[src/rtl/audio_codec_pkg.sv]
// Shared types and constants for the codec serial-port capture and playback paths.
package audio_codec_pkg;

  localparam int AUDIO_DATA_W = 16;

  typedef enum logic [1:0] {
    WAIT_FRAME,
    RX_LEFT,
    RX_RIGHT
  } rx_state_t;

endpackage

[src/rtl/audio_codec_adc_rx_if.sv]
// Parallel sample handshake and status flags between the ADC receiver and the DSP side.
interface audio_codec_adc_rx_if #(
  parameter int DATA_W = audio_codec_pkg::AUDIO_DATA_W
);
  logic [DATA_W-1:0] sample_left;
  logic [DATA_W-1:0] sample_right;
  logic              sample_valid;
  logic              sample_ready;
  logic              overrun;
  logic              overrun_clr;
  logic              frame_err;

  modport master (
    output sample_left, sample_right, sample_valid, overrun, frame_err,
    input  sample_ready, overrun_clr
  );

  modport slave (
    input  sample_left, sample_right, sample_valid, overrun, frame_err,
    output sample_ready, overrun_clr
  );
endinterface

[src/rtl/audio_sync_edge.sv]
// Multi-flop synchronizer for an asynchronous level with a one-cycle rising-edge pulse.
module audio_sync_edge #(
  parameter int STAGES = 2
) (
  input  logic clk,
  input  logic rst_n,
  input  logic d,
  output logic rise
);
  logic [STAGES-1:0] sync_q, sync_d;
  logic              prev_q, prev_d;

  always_comb begin
    sync_d = {sync_q[STAGES-2:0], d};
    prev_d = sync_q[STAGES-1];
  end

  always_ff @(posedge clk or negedge rst_n) begin
    if (!rst_n) begin
      sync_q <= '0;
      prev_q <= 1'b0;
    end else begin
      sync_q <= sync_d;
      prev_q <= prev_d;
    end
  end

  assign rise = sync_q[STAGES-1] & ~prev_q;
endmodule

[src/rtl/audio_codec_adc_rx.sv]
// Codec ADC serial-port receiver: deserializes MSB-first stereo frames (I2S or
// left-justified) clocked by the codec's BCLK into a held left/right pair.
module audio_codec_adc_rx
  import audio_codec_pkg::*;
#(
  parameter int DATA_W      = AUDIO_DATA_W,
  parameter int SYNC_STAGES = 2,
  parameter bit I2S_MODE    = 1'b1
) (
  input  logic                 clk,
  input  logic                 rst_n,
  input  logic                 bclk,
  input  logic                 adclrc,
  input  logic                 adcdat,
  audio_codec_adc_rx_if.master rx
);
  localparam int              CNT_W    = $clog2(DATA_W + 1);
  localparam logic [CNT_W-1:0] CNT_FULL = CNT_W'(DATA_W);

  logic bclk_rise;

  audio_sync_edge #(.STAGES(SYNC_STAGES)) u_bclk_sync (
    .clk  (clk),
    .rst_n(rst_n),
    .d    (bclk),
    .rise (bclk_rise)
  );

  logic [SYNC_STAGES-1:0] lrc_sync_q, lrc_sync_d;
  logic [SYNC_STAGES-1:0] dat_sync_q, dat_sync_d;
  rx_state_t              state_q, state_d;
  logic [CNT_W-1:0]       bit_cnt_q, bit_cnt_d;
  logic                   skip_q, skip_d;
  logic                   lrc_prev_q, lrc_prev_d;
  logic [DATA_W-1:0]      shift_q, shift_d;
  logic [DATA_W-1:0]      left_q, left_d;
  logic [DATA_W-1:0]      out_left_q, out_left_d;
  logic [DATA_W-1:0]      out_right_q, out_right_d;
  logic                   valid_q, valid_d;
  logic                   overrun_q, overrun_d;
  logic                   frame_err_q, frame_err_d;

  logic             lrc_s, dat_s, lrc_edge, start_chan, pair_done;
  logic [CNT_W-1:0] cnt_sel;
  logic             skip_sel;

  assign lrc_s = lrc_sync_q[SYNC_STAGES-1];
  assign dat_s = dat_sync_q[SYNC_STAGES-1];

  always_comb begin
    lrc_sync_d  = {lrc_sync_q[SYNC_STAGES-2:0], adclrc};
    dat_sync_d  = {dat_sync_q[SYNC_STAGES-2:0], adcdat};
    state_d     = state_q;
    bit_cnt_d   = bit_cnt_q;
    skip_d      = skip_q;
    lrc_prev_d  = lrc_prev_q;
    shift_d     = shift_q;
    left_d      = left_q;
    out_left_d  = out_left_q;
    out_right_d = out_right_q;
    valid_d     = valid_q;
    overrun_d   = overrun_q;
    frame_err_d = 1'b0;
    lrc_edge    = 1'b0;
    start_chan  = 1'b0;
    pair_done   = 1'b0;
    cnt_sel     = bit_cnt_q;
    skip_sel    = skip_q;

    if (bclk_rise) begin
      lrc_prev_d = lrc_s;
      lrc_edge   = (lrc_s != lrc_prev_q);
      case (state_q)
        WAIT_FRAME: begin
          if (lrc_edge && !lrc_s) begin
            state_d    = RX_LEFT;
            start_chan = 1'b1;
          end
        end
        RX_LEFT: begin
          if (lrc_edge && lrc_s) begin
            if (bit_cnt_q == CNT_FULL) begin
              left_d     = shift_q;
              state_d    = RX_RIGHT;
              start_chan = 1'b1;
            end else begin
              frame_err_d = 1'b1;
              state_d     = WAIT_FRAME;
            end
          end
        end
        RX_RIGHT: begin
          if (lrc_edge && !lrc_s) begin
            if (bit_cnt_q == CNT_FULL) pair_done = 1'b1;
            else                       frame_err_d = 1'b1;
            state_d    = RX_LEFT;
            start_chan = 1'b1;
          end
        end
        default: state_d = WAIT_FRAME;
      endcase

      // The edge bit itself belongs to the new channel: skipped in I2S, MSB otherwise.
      if (start_chan) begin
        cnt_sel  = '0;
        skip_sel = I2S_MODE;
      end
      if (state_d != WAIT_FRAME) begin
        bit_cnt_d = cnt_sel;
        skip_d    = skip_sel;
        if (skip_sel) begin
          skip_d = 1'b0;
        end else if (cnt_sel < CNT_FULL) begin
          shift_d   = {shift_q[DATA_W-2:0], dat_s};
          bit_cnt_d = cnt_sel + CNT_W'(1);
        end
      end
    end

    if (pair_done) begin
      if (!valid_q || rx.sample_ready) begin
        out_left_d  = left_q;
        out_right_d = shift_q;
        valid_d     = 1'b1;
      end
    end else if (valid_q && rx.sample_ready) begin
      valid_d = 1'b0;
    end

    if (rx.overrun_clr) overrun_d = 1'b0;
    if (pair_done && valid_q && !rx.sample_ready) overrun_d = 1'b1;
  end

  always_ff @(posedge clk or negedge rst_n) begin
    if (!rst_n) begin
      lrc_sync_q  <= '0;
      dat_sync_q  <= '0;
      state_q     <= WAIT_FRAME;
      bit_cnt_q   <= '0;
      skip_q      <= 1'b0;
      lrc_prev_q  <= 1'b0;
      shift_q     <= '0;
      left_q      <= '0;
      out_left_q  <= '0;
      out_right_q <= '0;
      valid_q     <= 1'b0;
      overrun_q   <= 1'b0;
      frame_err_q <= 1'b0;
    end else begin
      lrc_sync_q  <= lrc_sync_d;
      dat_sync_q  <= dat_sync_d;
      state_q     <= state_d;
      bit_cnt_q   <= bit_cnt_d;
      skip_q      <= skip_d;
      lrc_prev_q  <= lrc_prev_d;
      shift_q     <= shift_d;
      left_q      <= left_d;
      out_left_q  <= out_left_d;
      out_right_q <= out_right_d;
      valid_q     <= valid_d;
      overrun_q   <= overrun_d;
      frame_err_q <= frame_err_d;
    end
  end

  assign rx.sample_left  = out_left_q;
  assign rx.sample_right = out_right_q;
  assign rx.sample_valid = valid_q;
  assign rx.overrun      = overrun_q;
  assign rx.frame_err    = frame_err_q;
endmodule

[src/flat_wrapper.sv]
// flat-port wrapper written by rule: the top's interface ports become plain ports
module audio_codec_adc_rx_flat import audio_codec_pkg::*;
#(
  parameter int DATA_W      = AUDIO_DATA_W,
  parameter int SYNC_STAGES = 2,
  parameter bit I2S_MODE    = 1'b1
)
  (clk, rst_n, bclk, adclrc, adcdat, rx_sample_left, rx_sample_right, rx_sample_valid, rx_overrun, rx_frame_err, rx_sample_ready, rx_overrun_clr);
  audio_codec_adc_rx_if #(.DATA_W(DATA_W)) rx_i ();
  input  logic clk;
  input  logic rst_n;
  input  logic bclk;
  input  logic adclrc;
  input  logic adcdat;
  output wire logic [$bits(rx_i.sample_left)-1:0] rx_sample_left;
  output wire logic [$bits(rx_i.sample_right)-1:0] rx_sample_right;
  output wire logic [$bits(rx_i.sample_valid)-1:0] rx_sample_valid;
  output wire logic [$bits(rx_i.overrun)-1:0] rx_overrun;
  output wire logic [$bits(rx_i.frame_err)-1:0] rx_frame_err;
  input wire logic [$bits(rx_i.sample_ready)-1:0] rx_sample_ready;
  input wire logic [$bits(rx_i.overrun_clr)-1:0] rx_overrun_clr;
  assign rx_sample_left = rx_i.sample_left;
  assign rx_sample_right = rx_i.sample_right;
  assign rx_sample_valid = rx_i.sample_valid;
  assign rx_overrun = rx_i.overrun;
  assign rx_frame_err = rx_i.frame_err;
  assign rx_i.sample_ready = rx_sample_ready;
  assign rx_i.overrun_clr = rx_overrun_clr;
  audio_codec_adc_rx #(.DATA_W(DATA_W), .SYNC_STAGES(SYNC_STAGES), .I2S_MODE(I2S_MODE)) u_core (.clk(clk), .rst_n(rst_n), .bclk(bclk), .adclrc(adclrc), .adcdat(adcdat), .rx(rx_i));
endmodule
[config.mk]
export PLATFORM = sky130hd
export DESIGN_NAME = audio_codec_adc_rx_flat
export DESIGN_NICKNAME = d
export VERILOG_FILES = /design/src/rtl/audio_codec_pkg.sv /design/src/rtl/audio_codec_adc_rx_if.sv /design/src/rtl/audio_sync_edge.sv /design/src/rtl/audio_codec_adc_rx.sv /design/src/flat_wrapper.sv
export SDC_FILE = /design/constraint.sdc
export NUM_CORES = 1
export LEC_CHECK = 0
export ABC_AREA = 0
export CORE_MARGIN = 1
export CORE_UTILIZATION = 52
export CTS_CLUSTER_DIAMETER = 120
export DETAILED_ROUTE_END_ITERATION = 16
export HOLD_SLACK_MARGIN = 0.05
export PLACE_DENSITY = 0.76
export REMOVE_ABC_BUFFERS = 1
export SLEW_MARGIN = 10
export SYNTH_ARGS = -nofsm -noshare
export SYNTH_HDL_FRONTEND = slang
export SYNTH_SLANG_ARGS = --single-unit
[constraint.sdc]
create_clock -name clk -period 2.3 [get_ports clk]
set_input_delay 0.46 -clock clk [delete_from_list [all_inputs] [get_ports clk]]
set_output_delay 0.46 -clock clk [all_outputs]
set_load 0.01 [all_outputs]
# Yosys cells after proc, flatten, opt, wreduce, memory -nomap -nowiden
# Cells that the tools add are included.
[word_totals] input_bits=7 out_inout_bits=35 elab_cells=72 mem_bits_ro=0 mem_count=0 ff_bits=82 latch_bits=0 ram_bits=0
[classes] n_shift=0 n_addsub=1 n_bitwise=3 order_cmp=1 multipliers=0 n_reduce_logical=19 n_div=0 eq_ne=5 mux=29
[ops] op="$mux 5" count=4
[ops] op="$mux 1" count=18
[ops] op="$mux 2" count=4
[ops] op="$reduce_and 4->1" count=2
[ops] op="$reduce_and 2->1" count=3
[ops] op="$reduce_bool 2->1" count=3
[ops] op="$add 5x1->5 const B" count=1
[ops] op="$eq 5x5->1 const B" count=1
[ops] op="$logic_and 1x1->1" count=5
[ops] op="$lt 5x5->1 const B" count=1
[ops] op="$pmux 1 s2" count=2
[ops] op="$pmux 2 s2" count=1
[ops] op="$logic_not 1->1" count=3
[ops] op="$eq 2x1->1 const B" count=1
[ops] op="$eq 2x2->1 const B" count=1
[ops] op="$logic_not 2->1" count=1
[ops] op="$ne 2x2->1 const B" count=1
[ops] op="$not 1->1" count=2
[ops] op="$reduce_or 2->1" count=1
[ops] op="$and 1x1->1" count=1
[ops] op="$logic_or 1x1->1" count=1
[ops] op="$ne 1x1->1" count=1

# Depth between registers and ports, before layout
# Gate-level depths: netlist (run 1).
[depth] word_depth=10 mapped_depth=10 ltp_nobuf=10

# Hierarchy
# From an unflattened synthesis (run 1), not the netlist that was laid out.
[unflattened] hier_cells=216 hier_area_um2=3324.4
[modules_own_cells] mod="audio_codec_adc_rx" seq_area_each_um2=1976.9 cells_per_inst=212 instances=1 area_each_um2=3235.6
[modules_own_cells] mod="audio_sync_edge" seq_area_each_um2=75.1 cells_per_inst=4 instances=1 area_each_um2=88.8

# Worst setup path before layout (run 1)
# No wires, ideal clock.
[synth_path] path_kind="reg2reg" startpoint="reg u_core.state_q[0]" endpoint="reg u_core.shift_q[0]" slack_ps=220 path_buffers=2 t_required_ps=2175 stages_incl_launch_ff=10 arrival_time_ps=1955 synth_period_minus_slack_ps=2080 setup_time_ps=125 path_cell_list="dfrtp_1 -> inv_1 -> ha_1 -> nor2_1 -> a21boi_1 -> o21ai_2 -> o211a_1 -> buf_6 -> buf_12 -> mux2_4"
[synth_via] elab_chain_len=8 elab_cells_between_ends=18 cone_classes="order compare: 1; eq/ne: 2; mux: 10; bitwise: 1; reduce/logical: 4"
[synth_rtl] item="start: declaration" line_no="audio_codec_adc_rx.sv:31" text="rx_state_t state_q, state_d;"
[synth_rtl] item="start signal: assignment" line_no="audio_codec_adc_rx.sv:152" text="state_q <= state_d;"
[synth_rtl] item="$eq 2x2->1 or $logic_not 2->1 (tied branches)" line_no="audio_codec_adc_rx.sv:73" text="case (state_q)"
[synth_rtl] item="$reduce_or 2->1 (no source line)"
[synth_rtl] item="$pmux 1 s2" line_no="audio_codec_adc_rx.sv:73"
[synth_rtl] item="$mux 1" line_no="audio_codec_adc_rx.sv:70" text="if (bclk_rise) begin"
[synth_rtl] item="$mux 5 or $mux 1 (tied branches)" line_no="audio_codec_adc_rx.sv:104" text="if (start_chan) begin"
[synth_rtl] item="$mux 5 or $mux 1 (tied branches)" line_no="audio_codec_adc_rx.sv:70"
[synth_rtl] item="$lt 5x5->1 or $not 1->1 (tied branches)"
[synth_rtl] item="$reduce_and 4->1 (no source line) *"
[synth_rtl] item="end signal: assignment" line_no="audio_codec_adc_rx.sv:156" text="shift_q <= shift_d;"
[synth_rtl] item="end: declaration" line_no="audio_codec_adc_rx.sv:35" text="logic [DATA_W-1:0] shift_q, shift_d;"
# Every way passes the cells marked *; elsewhere a longest branch is shown, timed or not. The select of a mux whose other input is x is not followed.
# A chain may end at the register's enable or synchronous reset.

# Worst setup path after layout (run 1)
[layout_path] startpoint="reg u_core.state_q[0]" endpoint="reg u_core.shift_q[15]"
# The elaborated chain is that of the path after synthesis.

==> run summary, run 1 <==
Most used DFF post-synth -> dfrtp_1
CTS buffer count -> 9
# IOs -> 42
register share of total power -> 0.555
Min-Delay Path Class -> in -> async
core footprint -> 6061 µm²
1st-iter DRT viols -> 76
CP Data Arrival Time -> 2.38 ns
PD cells -> 744.9 nW/µm²
final hold violations -> 0
CP Cell Sequence -> inv_1 -> ha_1 -> nor2_1 -> a21boi_1 -> o21ai_2 -> buf_4 -> o211ai_1 -> mux2_2
internal power -> 2.210 mW
most frequent cell after synthesis -> dfrtp_1
vias per cell -> 5.411
Die W -> 82.08 µm
Post-Syn Area -> 3334 µm²
Final setup violation count -> 0
placed insts -> 340
Layout Skew -> 0.01020 ns
vias in the first global route -> 1956
die area -> 6736 µm²
YS warnings -> 0
DR DRC count -> 0
Worst-path clk slew -> 0.08 ns
final instance area -> 4024 µm²
Async SR Flop Fraction -> 1.000
register area share after synthesis -> 0.6154
initial antenna violation count -> 0
placed inst area -> 3859 µm²
Psw -> 787.4 µW
Commonest cells post-synth -> 82 x dfrtp_1, 57 x mux2_2, 9 x nor2_1, 8 x nand2_1, 7 x mux2_4
unrepaired setup endpoints after global routing -> no
total number of vias -> 1910
CTS tree -> built
Clock Latency Late Sink -> 0.34 ns
deepest clock path buffer count -> 2
Root Driver -> clkbuf_8
Post-Route Utilization -> 0.6639
fin cells -> 353
Slew Viols, Final -> 0
startpoint types -> flop
site row count -> 28
Post-CTS Resized -> 0
switch share -> 0.2627
max layer used -> met4
DR pass1 iterations -> 4
Die H -> 82.08 µm
H-Tree Depth -> 3
PortBufs -> 41
max_cap viols -> 0
worst slew pin tran -> 0.5382 ns
clock power share -> 0.300
Multi-input gate area -> 1212 µm²
Reg area -> 2052 µm²
period utilisation layout -> 0.9356
worst setup path category -> reg -> reg
WL met3 -> 214 µm
met1 WL -> 2520 µm
Ant. Diodes -> 0
Fmax -> 0.4647 GHz
Max VDD drop -> 0.0005592 V
global placement routability congestion -> 0.8469
Syn Inst Count -> 224
CP Max Fanout -> 7
Filler cells -> 467
Combinational Power Share -> 0.145
pin count of the biggest net entering global routing -> 44
post-synth top area cell -> dfrtp_1
final net count -> 288
Slew HR -> 0.6412
Area contributors post-synth -> dfrtp_1 62%, mux2_2 19%, mux2_4 3.2%, ha_1 1.9%, nor2_1 1.0%
post-synthesis register bit count -> 82
post-route setup slack -> 0.1482 ns
ANT nets after route -> 0
Setup WS pre-CTS -> 0.1630 ns
CP max stage delay -> 0.43 ns
Syn-to-layout area delta -> 20.68%
setup tns final -> 0 ns
Req. time, crit path -> 2.53 ns
Met2 Wirelength -> 2776 µm
Overall Global Routing Usage -> 0.1955
Final HPWL DP -> 3731 µm
Leak Pwr -> 1.970 nW
Congestion Overflow GR -> 0
Post-CTS Setup Repair Bufs -> 0
WL/cell -> 15.92 µm
status -> complete, no violations
Post-synth EDFFs -> 0
Mean Syn Cell Area -> 14.89 µm²
worst-path cell with the longest stage delay -> dfrtp_1
min Tclk post-route -> 2.152 ns
Cell variety after synth -> 36
CP endpoint kind -> flop
Yosys top cell area share -> 0.6154
initial core utilization -> 0.5502
clk sinks -> 82
routed wire length -> 5619 µm
first-pass GRT wire length -> 9459 µm
fraction of layout cells with a size suffix above 1 -> 0.3237
Hold Buf Count CTS -> 0
-- cells by family after synthesis --
family / after synthesis / share of synthesized area
and+or+nand+nor: 39 / 0.07280
DFF: 82 / 0.6154
muxes: 65 / 0.2274
buffers and inverters: 11 / 0.02101
AOI/OAI and AO/OA: 22 / 0.04466
adders and majority gates: 5 / 0.01876
-- per-layer routing --
layer / vias to the layer above / global-route usage
li1: 897 / -
met1: 963 / 0.2552
met2: 40 / 0.3091
met3: 10 / 0.05000
met4: 0 / 0.08421
met5: - / 0
-- power groups by stage --
stage / Sequential (mW) / Combinational, mW / Clock [mW]
final: 1.66 / 0.434 / 0.898
after floorplan: 1.65 / 0.317 / 0
after CTS: 1.67 / 0.436 / 0.923
after global routing: 1.68 / 0.479 / 0.978
after global placement: 1.68 / 0.415 / 0
after detailed placement: 1.69 / 0.436 / 0
-- worst paths after layout --
path,from,to,slack (ns),cells after the start
setup / recovery,u_core.state_q[0]$_DFFE_PN0P_,u_core.shift_q[15]$_DFFE_PN0P_,0.15,8
hold / removal,rst_n,u_core.rx.sample_left[10]$_DFFE_PN0P_,0.10,1
setup reg to reg,u_core.state_q[0]$_DFFE_PN0P_,u_core.shift_q[15]$_DFFE_PN0P_,0.15,8
hold reg to reg,u_core.u_bclk_sync.sync_q[0]$_DFF_PN0_,u_core.u_bclk_sync.sync_q[1]$_DFF_PN0_,0.34,0
max in group asynchronous,rst_n,u_core.lrc_prev_q$_DFFE_PN0P_,1.61,2
min in group clk,u_core.u_bclk_sync.sync_q[0]$_DFF_PN0_,u_core.u_bclk_sync.sync_q[1]$_DFF_PN0_,0.34,0
-- critical path, delay by kind of cell (launching register included) --
family,cells,cell delay [ns]
buf+inv,2,0.26
simple gates,1,0.18
mux,1,0.37
flops,1,0.43
fa+ha+maj,1,0.25
compound gates,3,0.55
-- final cells by class --
type | count | area share
Clock buffer | 11 | 0.03762
Clock inverter | 2 | 0.003420
Inverter | 4 | 0.003731
Multi-Input combinational cell | 131 | 0.3013
Sequential cell | 82 | 0.5100
Tap cell | 75 | 0.02332
Timing Repair Buffer | 48 | 0.1206
-- metrics by stage --
| stage | hold WS (ns) | power [mW] |
|---|---|---|
| after floorplan | 0.1644 | 1.969 |
| after global placement | 0.3322 | 2.095 |
| after detailed placement | 0.3347 | 2.129 |
| after CTS | 0.1034 | 3.025 |
| after global routing | 0.1353 | 3.137 |
| final | 0.1005 | 2.997 |
-- state kept, by name (all words and copies together), names as in the netlist --
register	count
u_core.bit_cnt_q	5
u_core.dat_sync_q	2
u_core.left_q	16
u_core.lrc_prev_q	1
u_core.lrc_sync_q	2
u_core.rx.frame_err	1
u_core.rx.overrun	1
u_core.rx.sample_left	16
u_core.rx.sample_right	16
u_core.rx.sample_valid	1
u_core.shift_q	16
u_core.state_q	2
u_core.u_bclk_sync.prev_q	1
u_core.u_bclk_sync.sync_q	2
-- cells in the final DEF, fill, tap and decap left out, types with 2 or more instances in the layout --
cell type / synthesis / final
a21oi_1: 3 / 3
a22o_1: 2 / 2
buf_12: 1 / 2
buf_4: 0 / 6
clkbuf_8: 0 / 11
clkdlybuf4s50_1: 0 / 40
dfrtp_1: 82 / 82
ha_1: 5 / 5
inv_1: 4 / 4
mux2_2: 57 / 57
mux2_4: 7 / 7
nand2_1: 8 / 8
nand2b_1: 5 / 5
nand3_1: 4 / 4
nor2_1: 9 / 9
nor2b_1: 4 / 4
o211ai_1: 2 / 2
o21ai_0: 6 / 6
o221ai_1: 2 / 2
(Power assumes the default switching activity.)
==> inputs of run 2 (changes only) <==
--- a/config.mk
+++ b/config.mk
@@ -6,6 +6,7 @@
 export NUM_CORES = 1
 export LEC_CHECK = 0
 export ABC_AREA = 0
+export CORE_ASPECT_RATIO = 1.4
 export CORE_MARGIN = 1
 export CORE_UTILIZATION = 52
 export CTS_CLUSTER_DIAMETER = 120
==> run 2 against run 1 <==
Design area rose by 1.5%. Register-to-register slack got worse by 0.03 ns. Sequential power about the same. Count of clock-buffer cells in the layout is the same. Clock power rose by 33%. Critical path type unchanged. Highest routed layer unchanged.
==> run summary, run 2 (synthesized netlist as in run 1, its figures left out) <==
global placement routability congestion -> 0.9227 (was 0.8469)
final instance area -> 4085 µm² (was 4024 µm²)
Clock Latency Late Sink -> 0.34 ns (about the same)
fraction of layout cells with a size suffix above 1 -> 0.3345 (was 0.3237)
Fmax -> 0.4580 GHz (was 0.4647 GHz)
Worst path top cell family by delay -> compound AO/OA/AOI/OAI gates (unchanged)
final hold violations -> 0 (unchanged)
met3 Resource Use GR -> 0.03750 (was 0.05000)
RR Startpoint -> u_core.state_q[0]$_DFFE_PN0P_ (unchanged)
pin count of the biggest net entering global routing -> 55 (was 44)
worst path bufs/invs -> 2 (unchanged)
placed inst area -> 3835 µm² (was 3859 µm²)
deepest clock path buffer count -> 2 (unchanged)
met2 GRT Util -> 0.2726 (was 0.3091)
unrepaired setup endpoints after global routing -> no (unchanged)
1st-iter DRT viols -> 106 (was 76)
Multi-input gate area -> 1215 µm² (was 1212 µm²)
die area -> 6741 µm² (was 6736 µm²)
GR peak layer -> met2 (unchanged)
Filler cells -> 441 (was 467)
Reg area -> 2052 µm² (unchanged)
Slew HR -> 0.5429 (was 0.6412)
Req. time, crit path -> 2.53 ns (about the same)
Final setup violation count -> 0 (unchanged)
initial antenna violation count -> 0 (unchanged)
Die H -> 96.75 µm (was 82.08 µm)
CTS tree -> built (unchanged)
worst setup path category -> reg -> reg (unchanged)
vias per cell -> 5.394 (was 5.411)
CP Data Arrival Time -> 2.41 ns (was 2.38 ns)
initial core utilization -> 0.5369 (was 0.5502)
status -> complete, no violations (unchanged)
most common cell after layout, fill and taps aside -> dfrtp_1 (unchanged)
Ant. Diodes -> 0 (unchanged)
Worst-path clk slew -> 0.08 ns (about the same)
site row count -> 34 (was 28)
Root Driver -> clkbuf_8 (unchanged)
setup tns final -> 0 ns (unchanged)
Congestion Overflow GR -> 0 (unchanged)
Hold Buf Count CTS -> 0 (unchanged)
Leak Pwr -> 1.991 nW (was 1.970 nW)
Max VDD drop -> 0.0006616 V (was 0.0005592 V)
CTS buffer count -> 9 (unchanged)
most frequent cells in the layout -> 82 x dfrtp_1, 57 x mux2_2, 40 x clkdlybuf4s50_1, 11 x clkbuf_8, 9 x nor2_1 (unchanged)
CP max stage delay -> 0.44 ns (was 0.43 ns)
Setup crit start -> u_core.state_q[0]$_DFFE_PN0P_ (unchanged)
PD cells -> 805.2 nW/µm² (was 744.9 nW/µm²)
vias in the first global route -> 1885 (was 1956)
core footprint -> 6211 µm² (was 6061 µm²)
ANT nets after route -> 0 (unchanged)
PortBufs -> 41 (unchanged)
Overall Global Routing Usage -> 0.1734 (was 0.1955)
clk sinks -> 82 (unchanged)
min Tclk post-route -> 2.183 ns (was 2.152 ns)
final net count -> 288 (unchanged)
Syn-to-layout area delta -> 22.51% (was 20.68%)
CP endpoint kind -> flop (unchanged)
CP Max Fanout -> 17 (was 7)
WHS -> 0.1461 ns (was 0.1005 ns)
startpoint types -> flop (unchanged)
Die W -> 69.68 µm (was 82.08 µm)
DR pass1 iterations -> 4 (unchanged)
DR DRC count -> 0 (unchanged)
max_cap viols -> 0 (unchanged)
period utilisation layout -> 0.9493 (was 0.9356)
Global Route met1 Usage -> 0.2311 (was 0.2552)
Final HPWL DP -> 3642 µm (was 3731 µm)
Slew Viols, Final -> 0 (unchanged)
total number of vias -> 1904 (was 1910)
first-pass GRT wire length -> 9073 µm (was 9459 µm)
Min-Delay Path Class -> in -> async (unchanged)
# IOs -> 42 (unchanged)
Layout Skew -> 0.007800 ns (was 0.01020 ns)
CP Cell Sequence -> inv_1 -> ha_1 -> nor2_1 -> a21boi_1 -> o21ai_2 -> o211a_1 -> buf_6 -> mux2_2 (was inv_1 -> ha_1 -> nor2_1 -> a21boi_1 -> o21ai_2 -> buf_4 -> o211ai_1 -> mux2_2)
H-Tree Depth -> 3 (unchanged)
routed wire length -> 5456 µm (was 5619 µm)
worst-path cell with the longest stage delay -> dfrtp_1 (unchanged)
worst slew pin tran -> 0.6856 ns (was 0.5382 ns)
WL/cell -> 15.46 µm (was 15.92 µm)
run 2: cell count changes in the layout (fill, tap and decap cells not counted), sizes merged:
cell,before,now
bufinv,0,2
clkinvlp,0,1
run 2: worst paths after layout:
kind | to | cells after the start | slack (ns)
setup / recovery | u_core.shift_q[10]$_DFFE_PN0P_ | 8 | 0.12
hold / removal | u_core.rx.sample_valid$_DFFE_PN0P_ | 1 | 0.15
setup reg to reg | u_core.shift_q[10]$_DFFE_PN0P_ | 8 | 0.12
hold reg to reg | u_core.u_bclk_sync.sync_q[1]$_DFF_PN0_ | 0 | 0.35
max in group asynchronous | u_core.shift_q[0]$_DFFE_PN0P_ | 2 | 1.54
min in group clk | u_core.u_bclk_sync.sync_q[1]$_DFF_PN0_ | 0 | 0.35
run 2: routing by layer:
layer,part of all wire,vias up
li1,-,898
met3,0.034,11
met1,0.45,959
met2,0.50,36
met5,0,-
met4,0.023,0
run 2: layout make-up:
cell class | instances | share of cell area
tap | 72 | 0.02205
timing repair buffer | 48 | 0.1167
sequential | 82 | 0.5023
multi-input combinational | 131 | 0.2974
clock buffer | 11 | 0.03706
inverter | 4 | 0.003675
clock inverter | 5 | 0.02083
run 2: timing repair:
| action | CTS | global route |
|---|---|---|
| endpoints found under the setup margin | 0 | 15 |
| gates resized for setup | 0 | 3 |
| buffers inserted | 0 | 1 |
run 2: through the flow:
stage / worst slack, ns / utilization / instances / power (mW)
after detailed placement: 0.05346 / 0.6174 / 336 / 2.128
after CTS: 0.04177 / 0.6555 / 352 / 3.325
after global placement: 0.1448 / 0.6174 / 336 / 2.098
after floorplan: 0.06756 / - / 217 / 1.969
after global routing: 0.005327 / 0.6577 / 353 / 3.446
final: 0.1167 / 0.6577 / 353 / 3.289
run 2: where the power goes:
group	total (mW)	internal, mW	switching [mW]
Sequential	1.66	1.54	0.120
Combinational	0.442	0.239	0.204
Clock	1.19	0.676	0.512
==> inputs of run 3 (changes only) <==
--- a/config.mk
+++ b/config.mk
@@ -11,6 +11,7 @@
 export CORE_UTILIZATION = 52
 export CTS_CLUSTER_DIAMETER = 120
 export DETAILED_ROUTE_END_ITERATION = 16
+export GPL_TIMING_DRIVEN = 0
 export HOLD_SLACK_MARGIN = 0.05
 export PLACE_DENSITY = 0.76
 export REMOVE_ABC_BUFFERS = 1
==> run 3 against run 2 <==
Sequential cell count unchanged. Count of clock-buffer cells in the layout down 1. Register-to-register slack worse by 0.02 ns. Critical path type unchanged. Largest power group unchanged.
==> run summary, run 3 (synthesized netlist as in run 1, its figures left out) <==
WHS -> 0.3506 ns (was 0.1461 ns)
CP Data Arrival Time -> 2.44 ns (was 2.41 ns)
WL/cell -> 15.19 µm (was 15.46 µm)
CP max stage delay -> 0.43 ns (was 0.44 ns)
CP Cell Sequence -> inv_1 -> ha_1 -> nor2_1 -> a21boi_2 -> o21ai_4 -> o211a_4 -> buf_4 -> a22o_1 (was inv_1 -> ha_1 -> nor2_1 -> a21boi_1 -> o21ai_2 -> o211a_1 -> buf_6 -> mux2_2)
clk sinks -> 82 (unchanged)
global placement routability congestion -> 0.8321 (was 0.9227)
PD cells -> 811.7 nW/µm² (was 805.2 nW/µm²)
Overall Global Routing Usage -> 0.1714 (was 0.1734)
worst-path cell with the longest stage delay -> dfrtp_1 (unchanged)
Pwr Total -> 3.338 mW (was 3.289 mW)
Psw -> 837.2 µW (was 835.8 µW)
internal power -> 2.501 mW (was 2.454 mW)
vias per cell -> 5.423 (was 5.394)
pin count of the biggest net entering global routing -> 53 (was 55)
Syn-to-layout area delta -> 23.34% (was 22.51%)
Max VDD drop -> 0.0004608 V (was 0.0006616 V)
period utilisation layout -> 0.9559 (was 0.9493)
Slew Viols, Final -> 0 (unchanged)
Congestion Overflow GR -> 0 (unchanged)
Root Driver -> clkbuf_8 (unchanged)
worst slew pin tran -> 0.7841 ns (was 0.6856 ns)
Clock Latency Late Sink -> 0.35 ns (was 0.34 ns)
Combinational Power Share -> 0.136 (was 0.134)
status -> complete, no violations (unchanged)
startpoint types -> flop (unchanged)
switch share -> 0.2508 (was 0.2541)
Worst path top cell family by delay -> compound AO/OA/AOI/OAI gates (unchanged)
worst setup path category -> reg -> reg (unchanged)
PortBufs -> 41 (unchanged)
register share of total power -> 0.496 (was 0.504)
post-route setup slack -> 0.1015 ns (was 0.1167 ns)
fraction of layout cells with a size suffix above 1 -> 0.3381 (was 0.3345)
Final HPWL DP -> 3342 µm (was 3642 µm)
Fmax -> 0.4549 GHz (was 0.4580 GHz)
Post-Route Utilization -> 0.6622 (was 0.6577)
H-Tree Depth -> 3 (unchanged)
CP Max Fanout -> 9 (was 17)
core footprint -> 6211 µm² (unchanged)
max_cap viols -> 0 (unchanged)
site row count -> 34 (unchanged)
initial core utilization -> 0.5369 (unchanged)
Die H -> 96.75 µm (unchanged)
first-pass GRT wire length -> 8838 µm (was 9073 µm)
# IOs -> 42 (unchanged)
Leak Pwr -> 1.981 nW (was 1.991 nW)
Reg area -> 2052 µm² (unchanged)
clock power share -> 0.368 (was 0.361)
DR DRC count -> 0 (unchanged)
ANT nets after route -> 0 (unchanged)
final net count -> 285 (was 288)
1st-iter DRT viols -> 119 (was 106)
Layout Skew -> 0.008237 ns (was 0.007800 ns)
worst path bufs/invs -> 2 (unchanged)
CTS tree -> built (unchanged)
vias in the first global route -> 1854 (was 1885)
Req. time, crit path -> 2.54 ns (was 2.53 ns)
unrepaired setup endpoints after global routing -> yes (was no)
initial antenna violation count -> 0 (unchanged)
die area -> 6741 µm² (unchanged)
CTS buffer count -> 9 (unchanged)
deepest clock path buffer count -> 2 (unchanged)
Final setup violation count -> 0 (unchanged)
Setup WS pre-CTS -> -0.2783 ns (was 0.05346 ns)
min Tclk post-route -> 2.198 ns (was 2.183 ns)
DR pass1 iterations -> 4 (unchanged)
final hold violations -> 0 (unchanged)
Slew HR -> 0.4754 (was 0.5429)
Min-Delay Path Class -> reg -> reg (was in -> async)
Multi-input gate area -> 1260 µm² (was 1215 µm²)
Filler cells -> 466 (was 441)
most common cell after layout, fill and taps aside -> dfrtp_1 (unchanged)
total number of vias -> 1898 (was 1904)
Die W -> 69.68 µm (unchanged)
most frequent cells in the layout -> 82 x dfrtp_1, 57 x mux2_2, 40 x clkdlybuf4s50_1, 9 x clkbuf_8, 8 x nor2_1 (was 82 x dfrtp_1, 57 x mux2_2, 40 x clkdlybuf4s50_1, 11 x clkbuf_8, 9 x nor2_1)
Ant. Diodes -> 0 (unchanged)
routed wire length -> 5316 µm (was 5456 µm)
Worst-path clk slew -> 0.08 ns (about the same)
CP endpoint kind -> flop (unchanged)
-- run 3: path summary, 6_finish.rpt --
kind	start	endpoint	slack [ns]	cells past startpoint
worst min-delay path	u_core.u_bclk_sync.sync_q[0]$_DFF_PN0_	u_core.u_bclk_sync.sync_q[1]$_DFF_PN0_	0.35	0
max in group asynchronous	rst_n	u_core.shift_q[6]$_DFFE_PN0P_	1.15	3
worst min register to register	u_core.u_bclk_sync.sync_q[0]$_DFF_PN0_	u_core.u_bclk_sync.sync_q[1]$_DFF_PN0_	0.35	0
worst max-delay path	u_core.state_q[0]$_DFFE_PN0P_	u_core.bit_cnt_q[1]$_DFFE_PN0P_	0.10	8
min in group asynchronous	rst_n	u_core.rx.frame_err$_DFF_PN0_	0.58	2
worst max register to register	u_core.state_q[0]$_DFFE_PN0P_	u_core.bit_cnt_q[1]$_DFFE_PN0P_	0.10	8
-- run 3: what timing repair did --
item / in CTS / in global routing
gates cloned: 0 / 1
endpoints found under the hold margin: 24 / 0
pin swaps: 0 / 3
resized for setup: 2 / 6
setup endpoints to repair: 17 / 48
buffers inserted: 0 / 1
hold buffers: 1 / 0
-- run 3: routing by layer --
metal | vias to the layer above | routed length, µm | track usage | part of all wire
met4 | 0 | 87 | 0.08615 | 0.016
met1 | 956 | 2386 | 0.2174 | 0.45
met5 | - | 0 | 0 | 0
li1 | 900 | - | - | -
met2 | 35 | 2653 | 0.2659 | 0.50
met3 | 7 | 189 | 0.05313 | 0.036
-- run 3: final cells by class --
type                    instances  area share
clock inverters                 6     0.02799
flip-flops and latches         82      0.4989
multi-input cells             132      0.3064
inverters                       4    0.003651
repair buffers                 44      0.1101
well taps                      72     0.02190
clock buffers                  10     0.03103
-- run 3: power by group through the flow --
stage / logic, mW / clock network, mW / registers [mW]
2_1_floorplan: 0.317 / 0 / 1.65
3_3_place_gp: 0.396 / 0 / 1.68
3_5_place_dp: 0.412 / 0 / 1.69
4_1_cts: 0.420 / 1.26 / 1.66
5_1_grt: 0.506 / 1.32 / 1.67
6_report: 0.453 / 1.23 / 1.66
-- run 3: stage by stage --
step | cell area (µm²) | cells | setup TNS, ns
after floorplan | 3279 | 217 | 0
after global placement | 3780 | 330 | -184.83
after detailed placement | 3807 | 331 | -3.593
after CTS | 4068 | 348 | 0
after global routing | 4113 | 350 | -0.1541
final | 4113 | 350 | 0
